==> src/rtl/leaf_local_port.sv <==
// PE-side endpoint of a leaf router LOCAL port: a first-word fall-through receive FIFO
// that returns one credit per consumed flit, and a credit-gated transmit register.
module leaf_local_port #(
  parameter int WIDTH      = 64,
  parameter int RX_DEPTH   = 4,
  parameter int TX_CREDITS = 4
) (
  input  logic                            clk,
  input  logic                            rst,
  input  logic                            in_data_valid,
  input  logic [WIDTH-1:0]                in_data,
  output logic                            upstream_credit,
  output logic                            out_data_valid,
  output logic [WIDTH-1:0]                out_data,
  input  logic                            downstream_credit,
  output logic                            rx_valid,
  output logic [WIDTH-1:0]                rx_data,
  input  logic                            rx_ready,
  input  logic                            tx_valid,
  input  logic [WIDTH-1:0]                tx_data,
  output logic                            tx_ready,
  output logic [$clog2(TX_CREDITS+1)-1:0] tx_credit_cnt,
  output logic                            rx_overflow,
  output logic                            credit_err
);

  localparam int PW  = (RX_DEPTH > 1) ? $clog2(RX_DEPTH) : 1;
  localparam int CW  = $clog2(RX_DEPTH + 1);
  localparam int TCW = $clog2(TX_CREDITS + 1);

  logic [WIDTH-1:0] mem [RX_DEPTH];
  logic [PW-1:0]    rd_ptr, wr_ptr;
  logic [CW-1:0]    rx_count;
  logic             rx_full, rx_pop, rx_wr;
  logic             tx_hs;

  assign rx_full  = (rx_count == CW'(RX_DEPTH));
  assign rx_valid = (rx_count != '0);
  assign rx_data  = mem[rd_ptr];
  assign rx_pop   = rx_valid & rx_ready;
  // A push into a full FIFO is still accepted when the head is leaving the same cycle.
  assign rx_wr    = in_data_valid & (~rx_full | rx_pop);

  assign tx_ready = (tx_credit_cnt != '0);
  assign tx_hs    = tx_valid & tx_ready;

  always_ff @(posedge clk or negedge rst) begin
    if (!rst) begin
      for (int i = 0; i < RX_DEPTH; i++) mem[i] <= '0;
      rd_ptr          <= '0;
      wr_ptr          <= '0;
      rx_count        <= '0;
      rx_overflow     <= 1'b0;
      upstream_credit <= 1'b0;
    end else begin
      if (rx_wr) begin
        mem[wr_ptr] <= in_data;
        wr_ptr      <= wr_ptr + PW'(1);
      end
      if (rx_pop) rd_ptr <= rd_ptr + PW'(1);
      case ({rx_wr, rx_pop})
        2'b10:   rx_count <= rx_count + CW'(1);
        2'b01:   rx_count <= rx_count - CW'(1);
        default: rx_count <= rx_count;
      endcase
      if (in_data_valid && rx_full && !rx_pop) rx_overflow <= 1'b1;
      upstream_credit <= rx_pop;
    end
  end

  always_ff @(posedge clk or negedge rst) begin
    if (!rst) begin
      out_data_valid <= 1'b0;
      out_data       <= '0;
      tx_credit_cnt  <= TCW'(TX_CREDITS);
      credit_err     <= 1'b0;
    end else begin
      out_data_valid <= tx_hs;
      if (tx_hs) out_data <= tx_data;
      case ({tx_hs, downstream_credit})
        2'b10: tx_credit_cnt <= tx_credit_cnt - TCW'(1);
        2'b01: begin
          // Surplus credit saturates the counter and latches the error.
          if (tx_credit_cnt == TCW'(TX_CREDITS)) credit_err <= 1'b1;
          else                                  tx_credit_cnt <= tx_credit_cnt + TCW'(1);
        end
        default: tx_credit_cnt <= tx_credit_cnt;
      endcase
    end
  end

endmodule

==> config.mk <==
export PLATFORM = sky130hd
export DESIGN_NAME = leaf_local_port
export DESIGN_NICKNAME = d
export VERILOG_FILES = /design/src/rtl/leaf_local_port.sv
export SDC_FILE = /design/constraint.sdc
export NUM_CORES = 1
export LEC_CHECK = 0
export BUFFER_PORTS_ARGS = -buffer_cell sky130_fd_sc_hd__buf_2
export CORE_ASPECT_RATIO = 1.4
export CORE_MARGIN = 2
export CORE_UTILIZATION = 60
export DETAILED_ROUTE_END_ITERATION = 8
export PLACE_DENSITY_LB_ADDON = 0.3
export SYNTH_ARGS = -nofsm -noshare
export SYNTH_HDL_FRONTEND = slang
export SYNTH_SLANG_ARGS = --single-unit
==> constraint.sdc <==
create_clock -name clk -period 4 [get_ports clk]
set_input_delay 0.2 -clock clk [delete_from_list [all_inputs] [get_ports clk]]
set_output_delay 0.2 -clock clk [all_outputs]
set_load 0.005 [all_outputs]
# Yosys cells after proc, flatten, opt, wreduce, memory -nomap -nowiden
# Index checks and enable logic that the tools add are counted.
# word_totals
in_bits	134
output_inout_bits	137
wordCells	55
regBits	334
# op_classes
magnitude_cmp	3
n_bitwise	7
n_eq_ne	7
reduce_logical	10
add_sub_neg	6
muxes	9
# ops
cell	count
$bwmux W256	1
$mux W64	3
$bmux W64 S2	1
$demux W64 S2	1
$pmux W3 S2	2
$add A3 B1 Y3 const B	2
$eq A3 B3 Y1 const B	2
$ge A3 B3 Y1 const B	2
$not A2 Y3	2
$reduce_bool A3 Y1	2
$sub A3 B1 Y3 const B	2
$add A2 B1 Y2 const B	2
$eq A2 B1 Y1 const B	2
$eq A2 B2 Y1 const B	2
$reduce_and A2 Y1	2
$reduce_bool A2 Y1	2
$and A1 B1 Y1	3
$logic_and A1 B1 Y1	3
$lt A3 B1 Y1 const B	1
$mux W3	1
$ne A2 B2 Y1 const B	1
$logic_not A1 Y1	1
$not A1 Y1	1
$or A1 B1 Y1	1

# Logic depth before layout (Yosys ltp)
# depth
word_depth	6
depth_mapped	9
depth_no_buf	8

# Worst setup path before layout
# OpenSTA, ideal clock, no wires.
# synth_timing
kind	register to register
start	register tx_credit_cnt[0]
end	register tx_credit_cnt[2]
required_time_ns	3.919
t_arrival_ns	2.271
path_buffers	2
setup_ns	0.081
path_stages_with_launch	9
setup_slack_ns	1.648
cell_sequence	dfrtp_1 > or3_1 > nand2_1 > buf_2 > buf_2 > nand2_1 > fa_1 > a221o_1 > o211ai_1
# synth_via
elab_chain_cells	5
word_cells_on_any_way	12
# synth_lines
element	line_no	source
start: declaration	22	output logic [$clog2(TX_CREDITS+1)-1:0] tx_credit_cnt,
start signal: assignment	75	tx_credit_cnt <= TCW'(TX_CREDITS);
start signal: assignment	81	2'b10: tx_credit_cnt <= tx_credit_cnt - TCW'(1);
start signal: assignment	85	else tx_credit_cnt <= tx_credit_cnt + TCW'(1);
$reduce_bool A3 Y1 *	44	assign tx_ready = (tx_credit_cnt != '0);
named net tx_ready	21	output logic tx_ready,
$and A1 B1 Y1 *	45	assign tx_hs = tx_valid & tx_ready;
$eq A2 B1 Y1 or $eq A2 B2 Y1 (tied branches)	80	case ({tx_hs, downstream_credit})
$ne A2 B2 Y1 (no source line) or $reduce_bool A2 Y1 (tied branches)	-	
$reduce_and A2 Y1 (no source line)	-	
# The timed path passes the listed nets; every way through them passes the cells marked *. The select of a mux whose other input is x is not followed.
# A chain may end at the register's enable or synchronous reset.

# Worst setup path in the final report
# layout_timing
start	register rd_ptr[0]
end	output port rx_data[14]
# layout_via
elab_chain_cells	4
# layout_lines
element	line_no	source
start: declaration	32	logic [PW-1:0] rd_ptr, wr_ptr;
start signal: assignment	60	if (rx_pop) rd_ptr <= rd_ptr + PW'(1);
$not A2 Y3 (implied by the code)	39	assign rx_data = mem[rd_ptr];
$bmux W64 S2	39	
$mux W64 (implied by the code) (2 in series)	39	
end: declaration	17	output logic [WIDTH-1:0] rx_data,
# Every way passes these cells. The select of a mux whose other input is x is not followed.

==> results list <==
* Result of the run: completed
- The congestion estimate from routability-driven global placement came to 0.779.
- Clock tree from TritonCTS: done
* Count of TritonRoute iterations in the first routing pass: 5
* Initial antenna violation count: 0
- Total die area: approximately 27,000 µm²
- Timing would allow up to 368 MHz.
* Most common cell after layout, fill and taps aside: sky130_fd_sc_hd__dfrtp_1
* Max Clock Skew: between 0.01 and 0.015 ns
- Of all nets on the critical path, the largest fanout is 42.
* Fin. Hold Viols: 0
- Effective utilization at floorplan: 60.9%
- Wire length on met3: 1840 µm
* Row count: 69
- The first global-routing pass estimated around 53,000 µm of wire.
- Vias per Instance: 5.51
- The routed design uses roughly 16,000 µm of met2 wire.
- CTS built an H-tree with a depth of 1.
- Final setup vio count: 0
- Setup slack on the worst reg-to-reg path comes out at between 1 and 1.5 ns.
- For this design the static power due to leakage is slightly below 9 nW.
* Aggregate global routing overflow: 0
* Max-slew violation count: 0
* Slew headroom: 29.6%
- Seq cells post-synth: 334
- Port buffering added 270 buffers.
- Pwr dens: 827 nW/µm²
- STA puts the critical path data arrival time at 2.52 ns.
- Once detail routing completed, the nets flagged for antenna violations numbered 0.
- Post-CTS timing repair inserted 0 buffers for setup.
- The floorplan step set the die width to 139 µm.
- Fin nets: 1,361
- Layout overhead on the synthesized area: 24.0%
- Clock Latency Late Sink: 0.55 ns
- The highest metal layer carrying signal wires in the routed design is met4.
- STA classifies the critical path endpoint as an output port.
* Setup repair after global routing missed its margin: no
* Required arrival time at the worst endpoint: 3.80 ns
- By startpoint and endpoint, the worst setup path is classified as register to output port.
* Count of warnings emitted by yosys: 0
* Vias after detailed routing: 8,614
- Maximum number of pins on one net before global-route repair: ~130
- After clock tree synthesis, the clock-pin slew on the worst setup and hold paths is 0.07 ns.
- OpenSTA, run right after detailed placement, puts the worst setup slack at 1.45 ns.
- Number of diodes: 0
- Class of the worst hold path: input port to register
- Hold path startpoint: tx_valid
* Final period util: between 60% and 70%
- Max-Cap Viols: 0
- EDFF count, synth: 0
- Hold-critical path endpoint: tx_credit_cnt[2]$_DFFE_PN1P_
* Hold path cells: 3
* Largest vdd supply drop: 0.618 mV
- The slowest stage of the critical path belongs to the cell sky130_fd_sc_hd__dfrtp_4.
- At the pin with the least slew margin, the transition time is 1.06 ns.
- Worst path bufs/invs: 2
- The synthesized netlist occupies a cell area of 15,400 µm².
- FFs w/ async S/R, synth: 100%
* Longest Clk Path Bufs: 3
- Clock root cell: sky130_fd_sc_hd__clkbuf_16
* Setup slack of the critical path after layout: between 1 and 1.5 ns
- Of the synthesized area, sequential elements account for a little over half.
* Inserted Clock Buffers: 31
* Per-cell routed wire length: 20.6 µm
* FF-to-FF path depth: 4
- The core region is 25,300 µm².
- Instance count of the mapped netlist: 826
- The final layout contains routed wiring with a total length of 32,300 µm.
- The detailed router put a total of 13,800 µm of wire on met1.
* Critical Path, Cell by Cell: buf_12, mux4_2, buf_2
* Post-synth top flop: sky130_fd_sc_hd__dfrtp_1
* Slowest cell delay on critical path: approximately 0.77 ns
- Post-synthesis average cell area: approximately 19 µm²
- In the routed design, unresolved DRC markers number 0.
* Origin of the critical flop-to-flop path: rx_count[2]$_DFFE_PN0P_
- The top cell types in the final layout, fill and taps aside, are sky130_fd_sc_hd__dfrtp_1 (331), sky130_fd_sc_hd__buf_2 (269), sky130_fd_sc_hd__mux2_4 (240), sky130_fd_sc_hd__dlygate4sd3_1 (132), sky130_fd_sc_hd__mux2_2 (81).
- Nature of the critical path startpoint: register
* Sink Count: roughly 330
* Top-level I/O count: 271
* Initial DRC count: 410
- Reg-to-reg critical path endpoint: mem[63]$_DFFE_PN0P_
* Family of cells with the greatest summed delay on the critical path: flip-flops
- In the final timing run, aggregate negative setup slack is 0 ns.
- In this run the vertical extent of the chip is around 190 µm.
- Proportion of layout cells with a drive suffix above 1: roughly three fifths
- The via count of the first global-routing pass came to 9,530.
- Hpwl dp: around 19,000 µm
- After layout, the minimum clock period comes to 2.72 ns.
- Distinct cell type count of the synthesized netlist: 32
- Global routing used between 20 and 25% of the available tracks across all layers.
- Counting every net in the synthesized netlist gives 967.
- Smallest hold slack: 0.0762 ns
[worst min-delay path, cell delays in order]
cell	delay, ns
sky130_fd_sc_hd__buf_2	0.18
sky130_fd_sc_hd__a221o_1	0.17
sky130_fd_sc_hd__o211ai_1	0.08
[metrics by stage]
step	power (mW)	area [µm²]	util, %	instances
finish	15.8	19100	75.6	1564
global route	16.6	19100	75.6	1564
CTS	15.9	19100	75.6	1564
detailed placement	12.5	16700	65.8	1374
global placement	12.3	16700	65.8	1374
floorplan	10.7	15400	-	826
[layer usage]
metal | GRT usage, % | vias to the layer above
li1 | - | 3808
met1 | 33.7 | 4498
met2 | 40.3 | 269
met3 | 4.00 | 39
met4 | 4.86 | 0
met5 | 0 | -
[where the power goes]
group | total (mW) | internal, mW | switching (mW) | leakage [nW]
sequential | 6.08 | 5.01 | 1.07 | 3.94
clock | 3.25 | 1.94 | 1.30 | 0.562
combinational | 6.47 | 4.24 | 2.23 | 4.32
[worst max path at each step]
stage                                  from                            to  slack [ns]  depth (start not counted)
2_1_floorplan  tx_credit_cnt[0]$_DFFE_PN0P_  tx_credit_cnt[2]$_DFFE_PN1P_        1.65                          8
3_3_place_gp        rx_count[2]$_DFFE_PN0P_          mem[191]$_DFFE_PN0P_        1.49                          4
3_5_place_dp        rx_count[2]$_DFFE_PN0P_           mem[63]$_DFFE_PN0P_        1.45                          4
4_1_cts               rd_ptr[0]$_DFFE_PN0P_                   rx_data[14]        1.21                          3
5_1_grt               rd_ptr[0]$_DFFE_PN0P_                   rx_data[14]        1.13                          3
6_report              rd_ptr[0]$_DFFE_PN0P_                   rx_data[14]        1.28                          3
[Yosys cell counts (2+ instances only)]
cell type                  count  area (µm²)
sky130_fd_sc_hd__mux4_2       64        1440
sky130_fd_sc_hd__xor2_1        4        35.0
sky130_fd_sc_hd__nor2_1        3        11.3
sky130_fd_sc_hd__buf_12       28         561
sky130_fd_sc_hd__or2_2         2        12.5
sky130_fd_sc_hd__inv_1         8        30.0
sky130_fd_sc_hd__xnor2_1       4        35.0
sky130_fd_sc_hd__nand3_1       3        15.0
sky130_fd_sc_hd__mux2_4      240        3600
sky130_fd_sc_hd__fa_1          2        40.0
sky130_fd_sc_hd__mux2_2       81         912
sky130_fd_sc_hd__o21ai_0       2        10.0
sky130_fd_sc_hd__buf_2        12        60.1
sky130_fd_sc_hd__ha_1          5        62.6
sky130_fd_sc_hd__clkbuf_1      6        22.5
sky130_fd_sc_hd__dfrtp_1     333        8330
sky130_fd_sc_hd__o211ai_1      2        15.0
sky130_fd_sc_hd__nand2_1       6        22.5
sky130_fd_sc_hd__buf_1         5        18.8
sky130_fd_sc_hd__and3_4        4        45.0
[logic make-up (layout without fill, tap and decap cells)]
family | count (synthesis) | in the layout | synth area share [%]
compound gates | 10 | 10 | 0.512
xor+xnor | 8 | 8 | 0.455
fa+ha+maj | 7 | 7 | 0.666
buf+inv | 59 | 478 | 4.49
flops | 334 | 334 | 54.2
mux | 386 | 386 | 38.7
simple gates | 22 | 22 | 0.909
[registers in the layout, indices dropped and copies added (netlist names), 2 cells and up]
signal	flops
mem	256
out_data	64
rd_ptr	2
rx_count	3
tx_credit_cnt	3
wr_ptr	2
[area by class of cell]
class                      instances  area (µm²)
clock buffer                      41         883
clock inverter                    17         253
fill                            1456        6180
inverter                           8        30.0
multi-input combinational        433        6360
sequential                       334        8360
tap                              319         399
timing repair buffer             412        2820
[repair_timing]
item	CTS	global route
gates resized for setup	0	0
hold buffers	132	0
hold endpoints to repair	444	0
No activity file was read; power rests on OpenSTA's default activity.
